<file path="config.mk">
export PLATFORM = sky130hd
export DESIGN_NAME = transpose_row_streamer
export DESIGN_NICKNAME = d
export VERILOG_FILES = /design/src/rtl/transpose_pkg.sv /design/src/rtl/transpose_row_sum.sv /design/src/rtl/transpose_row_streamer.sv
export SDC_FILE = /design/constraint.sdc
export NUM_CORES = 1
export LEC_CHECK = 0
export ABC_AREA = 1
export ABC_CLOCK_PERIOD_IN_PS = 1700
export CAP_MARGIN = 20
export CORE_MARGIN = 2
export CORE_UTILIZATION = 50
export DETAILED_ROUTE_END_ITERATION = 6
export PLACE_DENSITY = 0.8
export SETUP_SLACK_MARGIN = 0.4
export SLEW_MARGIN = 25
export SYNTH_ARGS = -nofsm -noshare
export SYNTH_HDL_FRONTEND = slang
export SYNTH_HIERARCHICAL = 1
export SYNTH_SLANG_ARGS = --single-unit
</file>
<file path="constraint.sdc">
create_clock -name clk -period 1.7 [get_ports clk]
set_input_delay 0.255 -clock clk [delete_from_list [all_inputs] [get_ports clk]]
set_output_delay 0.255 -clock clk [all_outputs]
set_load 0.01 [all_outputs]
</file>
<file path="src/rtl/transpose_pkg.sv">
`default_nettype none
// ============================================================================
// Module   : transpose_pkg
// Brief    : Shared types and state encodings for the matrix transposer and
//            its downstream row streamer.
// Revision : 1.0 - initial release
// ============================================================================
package transpose_pkg;

   localparam int IL_DEF = 8;
   localparam int FL_DEF = 12;

   typedef logic signed [IL_DEF+FL_DEF-1:0] elem_t;

   // Transposer state encodings, shared with the upstream transposer.
   localparam logic [1:0] ST_IDLE = 2'b00;
   localparam logic [1:0] ST_BUSY = 2'b01;
   localparam logic [1:0] ST_DONE = 2'b10;

   typedef enum logic [0:0] {
      IDLE   = 1'b0,
      STREAM = 1'b1
   } stream_state_e;

   // Width of an index over n items, never less than one bit.
   function automatic int idx_width(input int n);
      return (n > 1) ? $clog2(n) : 1;
   endfunction

endpackage : transpose_pkg
`default_nettype wire

</file>
<file path="src/rtl/transpose_row_sum.sv">
`default_nettype none
// ============================================================================
// Module   : transpose_row_sum
// Brief    : Combinational exact sum of N signed elements, widened by
//            clog2(N) bits so no input pattern can overflow.
// Revision : 1.0 - initial release
// ============================================================================
module transpose_row_sum #(
   parameter int N     = 4,
   parameter int W     = 20,
   parameter int SUM_W = W + $clog2(N)
) (
   input  logic signed [W-1:0]     din [N-1:0],
   output logic signed [SUM_W-1:0] sum
);

   always_comb begin
      sum = '0;
      for (int i = 0; i < N; i++) begin
         // Size cast of a signed operand sign-extends before the add.
         sum = sum + SUM_W'(din[i]);
      end
   end

endmodule : transpose_row_sum
`default_nettype wire

</file>
<file path="src/rtl/transpose_row_streamer.sv">
`default_nettype none
// ============================================================================
// Module   : transpose_row_streamer
// Brief    : Captures a finished COL x ROW transposed matrix in one cycle and
//            streams it one row per valid/ready beat.
// Config   : TRANSPOSE_ROW_STREAMER_ROW_SUM_EN adds the row_sum output.
// Revision : 1.0 - initial release
// ============================================================================
module transpose_row_streamer
   import transpose_pkg::*;
#(
   parameter int IL  = 8,
   parameter int FL  = 12,
   parameter int ROW = 4,
   parameter int COL = 4,
   localparam int W  = IL + FL,
   localparam int IW = idx_width(COL)
) (
   input  logic                clk,
   input  logic                reset_n,
   input  logic [1:0]          src_state,
   input  logic signed [W-1:0] src_mat [COL-1:0][ROW-1:0],
   output logic                output_taken,
   output logic                row_valid,
   input  logic                row_ready,
   output logic signed [W-1:0] row_data [ROW-1:0],
   output logic [IW-1:0]       row_idx,
   output logic                row_last,
   output logic                busy
`ifdef TRANSPOSE_ROW_STREAMER_ROW_SUM_EN
   ,
   output logic signed [W+$clog2(ROW)-1:0] row_sum
`endif
);

   localparam logic [IW-1:0] LAST_IDX = IW'(COL - 1);

   stream_state_e       state_q, state_d;
   logic signed [W-1:0] buf_q [COL-1:0][ROW-1:0];
   logic signed [W-1:0] buf_d [COL-1:0][ROW-1:0];
   logic [IW-1:0]       row_idx_q, row_idx_d;

   logic capture;
   logic handshake;
   logic last_beat;

   // The transposer clears its result on the capture edge, so capture must
   // be decided purely from the current-cycle state.
   assign capture   = (state_q == IDLE) && (src_state == ST_DONE);
   assign handshake = (state_q == STREAM) && row_ready;
   assign last_beat = (row_idx_q == LAST_IDX);

   // ---------------------------------------------------------------- FSM
   always_ff @(posedge clk or negedge reset_n) begin
      if (!reset_n) begin
         state_q <= IDLE;
      end else begin
         state_q <= state_d;
      end
   end

   always_comb begin
      state_d = state_q;
      case (state_q)
         IDLE:    if (capture) state_d = STREAM;
         STREAM:  if (handshake && last_beat) state_d = IDLE;
         default: state_d = IDLE;
      endcase
   end

   always_comb begin
      output_taken = 1'b0;
      row_valid    = 1'b0;
      busy         = 1'b0;
      case (state_q)
         IDLE:    output_taken = capture && reset_n;
         STREAM: begin
            row_valid = 1'b1;
            busy      = 1'b1;
         end
         default: ;
      endcase
   end

   // ----------------------------------------------------------- datapath
   always_ff @(posedge clk or negedge reset_n) begin
      if (!reset_n) begin
         row_idx_q <= '0;
         for (int c = 0; c < COL; c++) begin
            for (int r = 0; r < ROW; r++) begin
               buf_q[c][r] <= '0;
            end
         end
      end else begin
         row_idx_q <= row_idx_d;
         buf_q     <= buf_d;
      end
   end

   always_comb begin
      buf_d     = buf_q;
      row_idx_d = row_idx_q;
      if (capture) begin
         buf_d     = src_mat;
         row_idx_d = '0;
      end else if (handshake) begin
         row_idx_d = last_beat ? '0 : row_idx_q + 1'b1;
      end
   end

   assign row_data = buf_q[row_idx_q];
   assign row_idx  = row_idx_q;
   assign row_last = row_valid && last_beat;

`ifdef TRANSPOSE_ROW_STREAMER_ROW_SUM_EN
   transpose_row_sum #(
      .N     (ROW),
      .W     (W),
      .SUM_W (W + $clog2(ROW))
   ) u_row_sum (
      .din (buf_q[row_idx_q]),
      .sum (row_sum)
   );
`endif

endmodule : transpose_row_streamer
`default_nettype wire
</file>
# After elaboration in Yosys (flattened, before gate mapping)

Index checks and enable logic that the tools add are counted.

Output and inout port bits: 86
Bits in registers: 323
Word-level logic and storage cells: 39
Input port bits: 325

Bitwise gates (word level): 1
Magnitude comparators: 1
Muxes and demuxes: 10
Reductions and logical operators: 6
Eq/ne operators: 2
Add/subtract/negate cells: 1

Operators by type and width:

| operator              | number |
|---|---|
| $bmux W80 S2          | 1 |
| $mux W80              | 1 |
| $mux W2               | 3 |
| $logic_and A1 B1 Y1   | 5 |
| $eq A2 B2 Y1 const B  | 2 |
| $mux W1               | 4 |
| $lt A2 B3 Y1 const B  | 1 |
| $add A2 B1 Y2 const B | 1 |
| $pmux W1 S2           | 1 |
| $reduce_bool A2 Y1    | 1 |
| $not A1 Y1            | 1 |

# Depth between registers and ports, before layout

Depth after elaboration: 4
Gate-level depth with buffers: 8
Gate-level depth less buffers: 5

# Worst setup path after synthesis

Ideal clock, no wire load.

Path type: register -> output
From: reg row_idx_q[0] (netlist: row_idx[0])
To: out row_data[43] in the netlist's numbering
Arrival: 1262 ps
Buffers on the path: 3
Path slack: 183 ps
Cell stages (with the launch flop): 7
Cells stage by stage: dfrtp_1 -> buf_6 -> buf_6 -> clkbuf_1 -> or2_2 -> nand3_1 -> nand2_1

RTL lines:

| item                   | RTL line                     | RTL |
|---|---|---|
| from (decl)            | transpose_row_streamer.sv:41 | `logic [IW-1:0] row_idx_q, row_idx_d;` |
| from (signal assigned) | transpose_row_streamer.sv:95 | `row_idx_q <= row_idx_d;` |
| to (decl)              | transpose_row_streamer.sv:26 | `output logic signed [W-1:0] row_data [ROW-1:0],` |

==> impl_metrics.tcl <==
set metrics [dict create \
    run_status "finished, violations left" \
    failed_checks "negative setup slack" \
    crit_required_ns 1.44 \
    pwr-share-clk 0.148 \
    grt_overflow 0 \
    crit_fanout 9 \
    dr_total_vias 19420 \
    critPathBufInv 6 \
    synth_top_area_share 0.5025 \
    setup_ws_ns -0.6801 \
    detail-route-antenna-nets 0 \
    final_cell_mix "nand2_1, clkdlybuf4s50_1, dfrtp_1" \
    cts_tree "built" \
    clockRootBuffer "clkbuf_16" \
    grt_pass1_vias 18070 \
    power_density_nw_per_um2 2009 \
    yosys.area.top_type "dfrtp_1" \
    syn_inst 2183 \
    hold_class "in -> reg" \
    drive_above_1_share 0.3316 \
    gp_congestion 0.9223 \
    regToRegSetupSlack_ns -0.12 \
    yosys-top-cells-area "dfrtp_1, nand2_1, nand3_1" \
    hold_ws_ns 0.2715 \
    die-area_um2 33620 \
    start_kind "register" \
    min_delay_path_depth 3 \
    p_leak_nw 13.95 \
    path_delay_family "buffers and inverters" \
    slowest_delay_ns 0.52 \
    hold_start "src_mat[38]" \
    fp.dieH_um 183.4 \
    yosysSeqAreaShare 0.5025 \
    p_sw_mw 23.64 \
    worstRegToRegCells 10 \
    clockBufferDepth 3 \
    die_w_um 183.4 \
    swShare 0.4182 \
    finalWorstPathRequiredPeriod_ns 2.380 \
    final_common_cell "nand2_1" \
    final_max_slew_viol_count 0 \
    fin_crit_sh 1.400 \
    core_area_um2 31640 \
    drc 0 \
    finalNetCount 3050 \
    insertion_delay_ns 0.53 \
    hold_viol 0 \
    avgSynthCellArea_um2 7.369 \
    grt_antenna_before_repair 19 \
    post-route-util 0.8894 \
    dp_hpwl_um 35070 \
    worstPathArrival_ns 2.13 \
    via_per_inst 6.126 \
    rsz0062_at_grt "yes" \
    first_iter_violations 1922 \
    crit_path_end_kind "output pin" \
    cp_slowest_cell "dfrtp_4" \
    worst_pin_slew_ns 0.7654 \
    rows 65 \
    ys.warnings.count 6 \
    cts_buffers 37 \
    grt_pass1_wl_um 100800 \
    skew_ns 0.01545 \
    synthDistinctLibCells 17 \
    drt_pass1_iterations 6 \
    maxCapViolCount 0 \
    setup_violations 93 \
    io_buffers 410 \
    syn_area_um2 16090 \
    worstSetupPathType "reg -> out" \
    fmaxAchievable_ghz 0.4202 \
    path_cells "buf_12 -> inv_12 -> buf_8 -> buf_12 -> buf_16 -> nand2_4 -> nand2_1 -> nand2_1 -> nand2_2 -> buf_6" \
    routed_wl_um 81880 \
    ys_ff_latch 323 \
    cts_max_level 2 \
    pwr-share-seq 0.248 \
    clk_pin_slew_worst_paths_ns 0.06 \
    whs_endpoint "buf_q[38]" \
    comb_power_share 0.604 \
    internal_power_mw 32.89 \
    crit_start "row_idx[0]" \
    wl_per_cell_um 25.83 \
    clock_sinks 323 \
    ir_worst_vdd_v 0.001519 \
    slew_headroom 0.4898 \
    grtUsageTotal 0.3899 \
    timing.rr.end "buf_q[152]" \
    syn_nets 2509 \
    start_util 0.5085 \
    ioPinCount 411 \
    area_growth_pct 74.91 \
    grt_max_degree 197 \
    power_mw 56.53 \
    rr_startpoint "state_q" \
]
## tightest hold or removal path, delay by kind of cell
family	cells	cell delay [ns]
buffers and inverters	1	0.39
and+or+nand+nor	2	0.11
## state kept, by name, indices dropped and copies added (netlist names)
register and cells:
row_idx 2, state_q 1, buf_q 320
## worst max path at each step
stage,endpoint,cells after the start
floorplan,row_data[52],6
global placement,row_data[19],7
detailed placement,row_data[31],5
CTS,row_data[18],6
global route,row_data[17],10
finish,row_data[17],10
## cells by family after synthesis
| group | after synthesis | share of synthesized area |
|---|---|---|
| buffers and inverters | 246 | 0.07583 |
| and+or+nand+nor | 1612 | 0.4206 |
| adders and majority gates | 1 | 0.0007777 |
| DFF | 323 | 0.5024 |
| AOI/OAI and AO/OA | 1 | 0.0003108 |
## routing by layer
layer,global-route usage,routed length (um)
met2,0.6467,36920
met3,0.09333,10900
met5,0,46
met1,0.4667,26340
met4,0.2227,7672
## synth_stat cells, drive strengths merged
library cell	count
nand2	1125
nand3	404
dfrtp	323
buf	119
inv	88
or2	80
clkbuf	39
nor2	2
ha	1
nand4	1
o21ai	1
## metrics by stage
step / instance area [um^2] / setup slack, ns / TNS [ns] / cells
finish: 28140 / -0.6801 / -45.41 / 3170
CTS: 25800 / -0.5829 / -40.15 / 3095
global route: 28130 / -0.6780 / -48.49 / 3166
global placement: 21220 / -0.3085 / -22.98 / 2909
floorplan: 16520 / 0.2670 / 0 / 2183
detailed placement: 21220 / -0.3363 / -25.49 / 2909
## area by class of cell
| type | count | area (um^2) |
|---|---|---|
| repair buffers | 660 | 9047 |
| multi-input cells | 1614 | 8869 |
| flip-flops and latches | 323 | 8092 |
| fillers | 1370 | 3500 |
| clock buffers | 55 | 1116 |
| well taps | 402 | 503.0 |
| inverters | 88 | 352.8 |
| clock inverters | 10 | 112.6 |
| diodes | 18 | 45.04 |
## power by group through the flow
stage	registers [mW]	logic (mW)	clock network [mW]
detailed placement	13.3	20.0	0
global route	14.3	35.5	8.63
finish	14.0	34.1	8.37
CTS	13.4	27.7	8.14
global placement	13.3	19.7	0
floorplan	12.7	12.3	0
## repair_timing
item / 4_1_cts / 5_1_grt
buffers inserted: 63 / 23
setup endpoints to repair: 391 / 409
resized for setup: 701 / 325
gates cloned: 57 / 32
hold buffers: 1 / 1
pin swaps: 73 / 115
hold endpoints to repair: 48 / 171
Power figures use the tool's default switching activity.
